==> src/rtl/zx_pixel_shifter_pkg.sv <==
// zx_pixel_shifter_pkg
//   Shared video definitions for the ZX pixel output stage: attribute byte
//   field positions, RGBI ordering and colour helpers.
//   Attribute byte: [7]=flash [6]=bright [5:3]=paper [2:0]=ink, colours GRB.
//   RGBI word:      {G,R,B,I}, intensity in bit 0.
package zx_pixel_shifter_pkg;

  localparam int ATTR_FLASH    = 7;
  localparam int ATTR_BRIGHT   = 6;
  localparam int ATTR_PAPER_HI = 5;
  localparam int ATTR_PAPER_LO = 3;
  localparam int ATTR_INK_HI   = 2;
  localparam int ATTR_INK_LO   = 0;

  typedef logic [2:0] grb_t;
  typedef logic [3:0] rgbi_t;

  // Ink or paper from the low seven attribute bits; the flash bit is handled
  // by the caller, so it is not passed in here.
  function automatic rgbi_t attr_colour(input logic [6:0] attr, input logic pix);
    grb_t c;
    if (pix) c = attr[ATTR_INK_HI:ATTR_INK_LO];
    else     c = attr[ATTR_PAPER_HI:ATTR_PAPER_LO];
    return {c, attr[ATTR_BRIGHT]};
  endfunction

  // The border never carries the bright bit.
  function automatic rgbi_t border_colour(input grb_t b);
    return {b, 1'b0};
  endfunction

endpackage

==> src/rtl/zx_flash_counter.sv <==
// zx_flash_counter
//   Counts frame pulses and produces the flash phase. The frame level is
//   asynchronous to the pixel clock enable, so it is brought in through a
//   2-flop synchroniser and a rising-edge detector, evaluated on every clock.
//   The counter runs 0..2*FLASH_DIV-1 and wraps; flash is high in the upper half.
// Ports
//   clk_i    in  system clock
//   rst_i    in  asynchronous active-high reset
//   frame_i  in  frame level (one rising edge per frame)
//   flash_o  out flash phase
module zx_flash_counter #(
  parameter int FLASH_DIV = 16
) (
  input  logic clk_i,
  input  logic rst_i,
  input  logic frame_i,
  output logic flash_o
);

  localparam int CW = $clog2(2 * FLASH_DIV);
  localparam logic [CW-1:0] CNT_TOP  = CW'(2 * FLASH_DIV - 1);
  localparam logic [CW-1:0] CNT_HALF = CW'(FLASH_DIV);

  logic [1:0]    sync_q;
  logic          prev_q;
  logic [CW-1:0] cnt_q;
  logic [CW-1:0] cnt_d;
  logic          edge_w;

  // One edge per frame, seen once the level has crossed both sync flops.
  assign edge_w = sync_q[1] & ~prev_q;

  // Wrap explicitly so non-power-of-two dividers behave.
  always_comb begin
    cnt_d = cnt_q;
    if (edge_w) begin
      if (cnt_q == CNT_TOP) cnt_d = '0;
      else                  cnt_d = cnt_q + CW'(1);
    end
  end

  // Synchroniser, edge history and counter all run on every clock, not on ce.
  always_ff @(posedge clk_i or posedge rst_i) begin
    if (rst_i) begin
      sync_q <= 2'b00;
      prev_q <= 1'b0;
      cnt_q  <= '0;
    end else begin
      sync_q <= {sync_q[0], frame_i};
      prev_q <= sync_q[1];
      cnt_q  <= cnt_d;
    end
  end

  assign flash_o = (cnt_q >= CNT_HALF);

endmodule

==> src/rtl/zx_pixel_shifter.sv <==
// zx_pixel_shifter
//   Video output stage: serialises each pixel byte MSB-first at pixel rate,
//   picks ink/paper from the attribute byte with bright and flash, substitutes
//   the border colour outside the active window and registers RGBI.
//   Optional feature macro: PIXEL_SHIFTER_FLASH_EN (flash counter and pixel
//   inversion). Without it, flash is tied low and attribute bit 7 has no effect.
// Ports
//   C       in  system clock, all state on posedge
//   R       in  asynchronous active-high reset
//   ce      in  pixel clock enable
//   load    in  byte boundary strobe, honoured only with ce
//   pix_d   in  pixel byte, bit 7 leftmost
//   attr_d  in  attribute byte
//   active  in  byte belongs to the screen area (sampled on load)
//   border  in  border colour GRB (sampled every ce)
//   frame   in  frame level, async to ce
//   rgbi    out registered {G,R,B,I}
//   flash   out current flash phase
module zx_pixel_shifter
  import zx_pixel_shifter_pkg::*;
#(
  parameter int FLASH_DIV = 16
) (
  input  logic       C,
  input  logic       R,
  input  logic       ce,
  input  logic       load,
  input  logic [7:0] pix_d,
  input  logic [7:0] attr_d,
  input  logic       active,
  input  logic [2:0] border,
  input  logic       frame,
  output logic [3:0] rgbi,
  output logic       flash
);

  logic [7:0] shift_q;
  logic [7:0] shift_d;
  logic [7:0] attr_q;
  logic       act_q;
  rgbi_t      rgbi_q;
  rgbi_t      rgbi_d;
  logic       flash_w;
  logic       pix_w;

`ifdef PIXEL_SHIFTER_FLASH_EN
  zx_flash_counter #(
    .FLASH_DIV(FLASH_DIV)
  ) u_flash (
    .clk_i  (C),
    .rst_i  (R),
    .frame_i(frame),
    .flash_o(flash_w)
  );
`else
  logic unused_ok;
  assign flash_w   = 1'b0;
  assign unused_ok = &{1'b0, frame, FLASH_DIV[0]};
`endif

  // The pixel shown on a ce is always the current shift_q[7], even on a load
  // cycle, which is what gives the one-ce latency from load to the first pixel.
  // Once the byte is exhausted zeros shift in, so paper (or border) continues.
  always_comb begin
    shift_d = load ? pix_d : {shift_q[6:0], 1'b0};
    pix_w   = shift_q[7] ^ (attr_q[ATTR_FLASH] & flash_w);
    rgbi_d  = act_q ? attr_colour(attr_q[6:0], pix_w) : border_colour(border);
  end

  // Everything here advances only on ce; attribute and window flag change
  // only at byte boundaries.
  always_ff @(posedge C or posedge R) begin
    if (R) begin
      shift_q <= '0;
      attr_q  <= '0;
      act_q   <= 1'b0;
      rgbi_q  <= '0;
    end else if (ce) begin
      shift_q <= shift_d;
      rgbi_q  <= rgbi_d;
      if (load) begin
        attr_q <= attr_d;
        act_q  <= active;
      end
    end
  end

  assign rgbi  = rgbi_q;
  assign flash = flash_w;

endmodule

==> config.mk <==
export PLATFORM = sky130hd
export DESIGN_NAME = zx_pixel_shifter
export DESIGN_NICKNAME = d
export VERILOG_FILES = /design/src/rtl/zx_pixel_shifter_pkg.sv /design/src/rtl/zx_flash_counter.sv /design/src/rtl/zx_pixel_shifter.sv
export SDC_FILE = /design/constraint.sdc
export NUM_CORES = 1
export LEC_CHECK = 0
export ABC_AREA = 1
export CAP_MARGIN = 20
export CORE_UTILIZATION = 47
export CTS_CLUSTER_DIAMETER = 40
export DETAILED_ROUTE_END_ITERATION = 10
export PLACE_DENSITY_LB_ADDON = 0.25
export REMOVE_ABC_BUFFERS = 1
export SLEW_MARGIN = 5
export SYNTH_ARGS = -nofsm -noshare
export SYNTH_HDL_FRONTEND = slang
export SYNTH_SLANG_ARGS = --single-unit
==> constraint.sdc <==
create_clock -name C -period 2.05 [get_ports C]
set_input_delay 0.205 -clock C [delete_from_list [all_inputs] [get_ports C]]
set_output_delay 0.205 -clock C [all_outputs]
set_load 0.02 [all_outputs]
After elaboration in Yosys (flattened, before gate mapping):

Index checks and enable logic that the tools add are counted.
W data, S select, Z words.

* input port bits: 25
* register bits: 20

* multiplexer cells: 3
* reductions and logical operators: 1

Operator list (count)
* $mux W8: 1
* $mux W4: 1
* $mux W3: 1
* $reduce_and A2 Y1: 1

Depth between registers and ports, before layout:

* depth after elaboration: 2
* gate-level depth with buffers: 4

Worst setup path after synthesis:

No wires, ideal clock.

* path kind: register to register
* start point: register shift_q[7]
* end point: register rgbi_q[1] (netlist: rgbi[1])
* slack: 1.295 ns
* library setup time: 0.122 ns
* path buffers: 0
* required time: 1.928 ns
* data arrival time: 0.632 ns
* cell stages (with the launch flop): 5
* cells stage by stage: dfrtp_1 inv_1 nand2_1 nand3_1 a21oi_1

* word-level cells in the longest chain between the ends: 2

RTL lines
* from (decl): RTL line zx_pixel_shifter.sv:37 `logic [7:0] shift_q;`
* from (signal assigned): RTL line zx_pixel_shifter.sv:79 `shift_q <= shift_d;`
* $mux W3: RTL line zx_pixel_shifter_pkg.sv:22 `if (pix) c = attr[ATTR_INK_HI:ATTR_INK_LO];`
* $mux W4: RTL line zx_pixel_shifter.sv:67 `rgbi_d = act_q ? attr_colour(attr_q[6:0], pix_w) : border_colour(border);`
* to (signal assigned): RTL line zx_pixel_shifter.sv:80 `rgbi_q <= rgbi_d;`
* to (decl): RTL line zx_pixel_shifter.sv:41 `rgbi_t rgbi_q;`

Every way passes these cells.
A chain may end at the register's enable or synchronous reset.

Final worst setup path:

* start point: register rgbi_q[0] (netlist: rgbi[0])
* end point: output port rgbi[0]

RTL lines
* to (decl): RTL line zx_pixel_shifter.sv:33 `output logic [3:0] rgbi,`

No word-level cell between the ends.

==> metrics.txt <==
status finished clean; part of the total power dissipated in combinational logic 0.215; Post CTS Setup Buffer Count 0; most area-consuming cells after synthesis sky130_fd_sc_hd__dfrtp_1, sky130_fd_sc_hd__nand2_1, sky130_fd_sc_hd__a21oi_1; synthesis warning total 0; max-cap check violation count 0; worst relative slew slack 0.500; transition time at the pin with the least slew margin 0.750 ns; critical path endpoint category output pin; CP delay by family, top buffers and inverters; # port buffers 26; count of unique library cells instantiated by Yosys 14; internal power of the cells 0.649 mW; number of H-tree levels 1; library cell used as clock root buffer sky130_fd_sc_hd__clkbuf_4; Final HPWL DP 1310 um; Post-Route Utilization 0.679; number of global-route vias before repair 716; worst vdd ir 0.000627 V; Setup Crit Path Kind reg2out; ratio of routed vias to standard cells a little under 5; Register Area between 500 and 600 um^2; cell taking the most area after synthesis sky130_fd_sc_hd__dfrtp_1; Resized cells post-CTS 0; Clk pin slew, worst setup/hold paths 0.12 ns; Post-Route Setup TNS 0 ns; worst-path maximum fanout 2; data arrival at the endpoint of the critical path about 1.3 ns; clock share of power 0.256; Seq/Total Area, Yosys 0.565; 1st-pass router iterations 2; CP Buf/Inv Count 1; final setup violating endpoints 0; pin count of the biggest net entering global routing 21; Net Sw Frac 0.271; RSZ-0062 raised after global routing false; Crit-path slowest cell sky130_fd_sc_hd__clkdlybuf4s50_1; standard-cell row count 15; vias after detailed routing approximately 770; area of the multi-input gates 308 um^2; share of layout cells above drive strength 1 0.0455; wire length of the first global-routing pass 2970 um; upper clock frequency limit around 670 MHz; cells traversed along the worst timing path clkdlybuf4s50_1; summed instance area of the synthesized netlist 886 um^2; NumNets Final between 150 and 200; number of placed I/O pins 30; count of state elements after synthesis 20; minimum clock period after layout 1.50 ns; Worst EP required 1.85 ns; Sequential Power Share 0.529; syn_area_per_cell between 8 and 9 um^2; pwr dens 751 mW/mm^2; final cycle utilization of the critical path 0.731; number of instances in the synthesized netlist 106; RD Place Congestion 0.767; routed wirelength normalized by instance count 11.0 um; buffer depth of the longest clock path 2; layout overhead on the synthesized area 33.8%; insertion delay of the later-clocked pin in the worst-skew pair just over 0.3 ns; final-report hold violation count 0; post-detailed-route DRC marker count 0; die height 45.4 um; delay contributed by the slowest stage of the critical path just over 0.6 ns; TritonCTS clock tree done; overall track demand over capacity in global routing 0.204; # clock sinks 20; effective utilization at floorplan 0.508; Iteration-0 DRC Markers 10; Core Box Area 0.00175 mm^2; LEAKAGE 0.558 nW; wirelength, routed 1720 um; clock buffer count from CTS 3; P_sw between 0.2 and 0.25 mW; Worst setup SP type flop; number of antenna violations at the first check in global routing 0; area share of the largest cell type after synthesis 0.565; horizontal die dimension about 45 um; number of nets with antenna violations after routing 0; total overflow reported by the global router 0; Worst Hold Class in2async; number of fillers in the final layout approximately 150; total count of max-transition violations in the final report 0; diode insertion count for antenna repair 0; clock tree skew after final layout 0.0142 ns; die area 0.00206 mm^2; count of hold-fix buffers inserted at cts 0
==> per-stage QoR <==
step                      setup slack, ns  total power, mW  instance area, um^2  cells  hold WS [ns]
after floorplan                      1.29            0.571                  850    101         0.169
after global placement              0.608            0.666                 1150    153         0.456
after detailed placement            0.563            0.674                 1150    153         0.473
after CTS                           0.540            0.899                 1180    157         0.341
after global routing                0.523            0.939                 1180    157         0.414
final                               0.552            0.890                 1180    157         0.314
==> power groups by stage <==
| stage | Clock, mW | Combinational [mW] | Sequential, mW |
|---|---|---|---|
| floorplan | 0 | 0.0802 | 0.491 |
| global placement | 0 | 0.190 | 0.476 |
| detailed placement | 0 | 0.194 | 0.480 |
| CTS | 0.233 | 0.195 | 0.471 |
| global route | 0.246 | 0.217 | 0.477 |
| finish | 0.228 | 0.191 | 0.470 |
==> worst reg2reg max path, delay by kind of cell (launching register included) <==
family                 cells  cell delay [ns]
buffers and inverters      1             0.13
AOI/OAI and AO/OA          2             0.23
DFF                        1             0.44
==> synth_stat cells, drive strengths merged <==
cell type and number:
conb 1, inv 11, a21oi 13, o22ai 1, dfrtp 20, nand2 19, buf 5, nor2 17
nand3 6, o21ai 13
==> state kept, by name (all words and copies together) (netlist names) <==
register / flops
act_q: 1
shift_q: 8
rgbi: 4
attr_q: 7
==> metal layers <==
metal / wire (um) / vias up / GRT usage / share of wire
met5: 0 / - / 0 / 0
met4: 38 / 0 / 0.109 / 0.022
met3: 43 / 5 / 0.0238 / 0.025
met2: 886 / 14 / 0.340 / 0.51
met1: 751 / 356 / 0.256 / 0.44
li1: - / 391 / - / -
==> layout make-up <==
type | instances | area share
inverter | 11 | 0.0348
sequential | 20 | 0.422
clock buffer | 4 | 0.0306
tap | 25 | 0.0264
multi-input combinational | 70 | 0.260
timing repair buffer | 27 | 0.226
==> cells in the final DEF (no fill, tap or decap) <==
cell type and instances:
sky130_fd_sc_hd__clkdlybuf4s50_1 26, sky130_fd_sc_hd__o22ai_1 1, sky130_fd_sc_hd__nand3_1 6, sky130_fd_sc_hd__a21oi_1 13, sky130_fd_sc_hd__nand2_2 1, sky130_fd_sc_hd__nand2_1 18, sky130_fd_sc_hd__nor2_1 17, sky130_fd_sc_hd__o21ai_0 11
sky130_fd_sc_hd__conb_1 1, sky130_fd_sc_hd__buf_4 1, sky130_fd_sc_hd__o21ai_1 2, sky130_fd_sc_hd__clkbuf_4 3, sky130_fd_sc_hd__clkbuf_8 1, sky130_fd_sc_hd__dfrtp_1 20, sky130_fd_sc_hd__inv_1 11
==> logic make-up after synthesis <==
family,share of synthesized area
AND/OR/NAND/NOR,0.189
AO/OA/AOI/OAI,0.154
flip-flops,0.565
buffers and inverters,0.0876
other,0.00423
==> path summary, 6_finish.rpt <==
kind | slack [ns] | from | to | cells past startpoint
worst max register to register | 1.18 | act_q | rgbi[2] | 3
max in group asynchronous | 1.25 | R | attr_q[2] | 2
worst min register to register | 0.49 | attr_q[6] | attr_q[6] | 2
min in group C | 0.44 | pix_d[0] | shift_q[0] | 3
worst max-delay path | 0.55 | rgbi[0] | rgbi[0] | 1
worst min-delay path | 0.31 | R | attr_q[6] | 2
(Power assumes the default switching activity.)
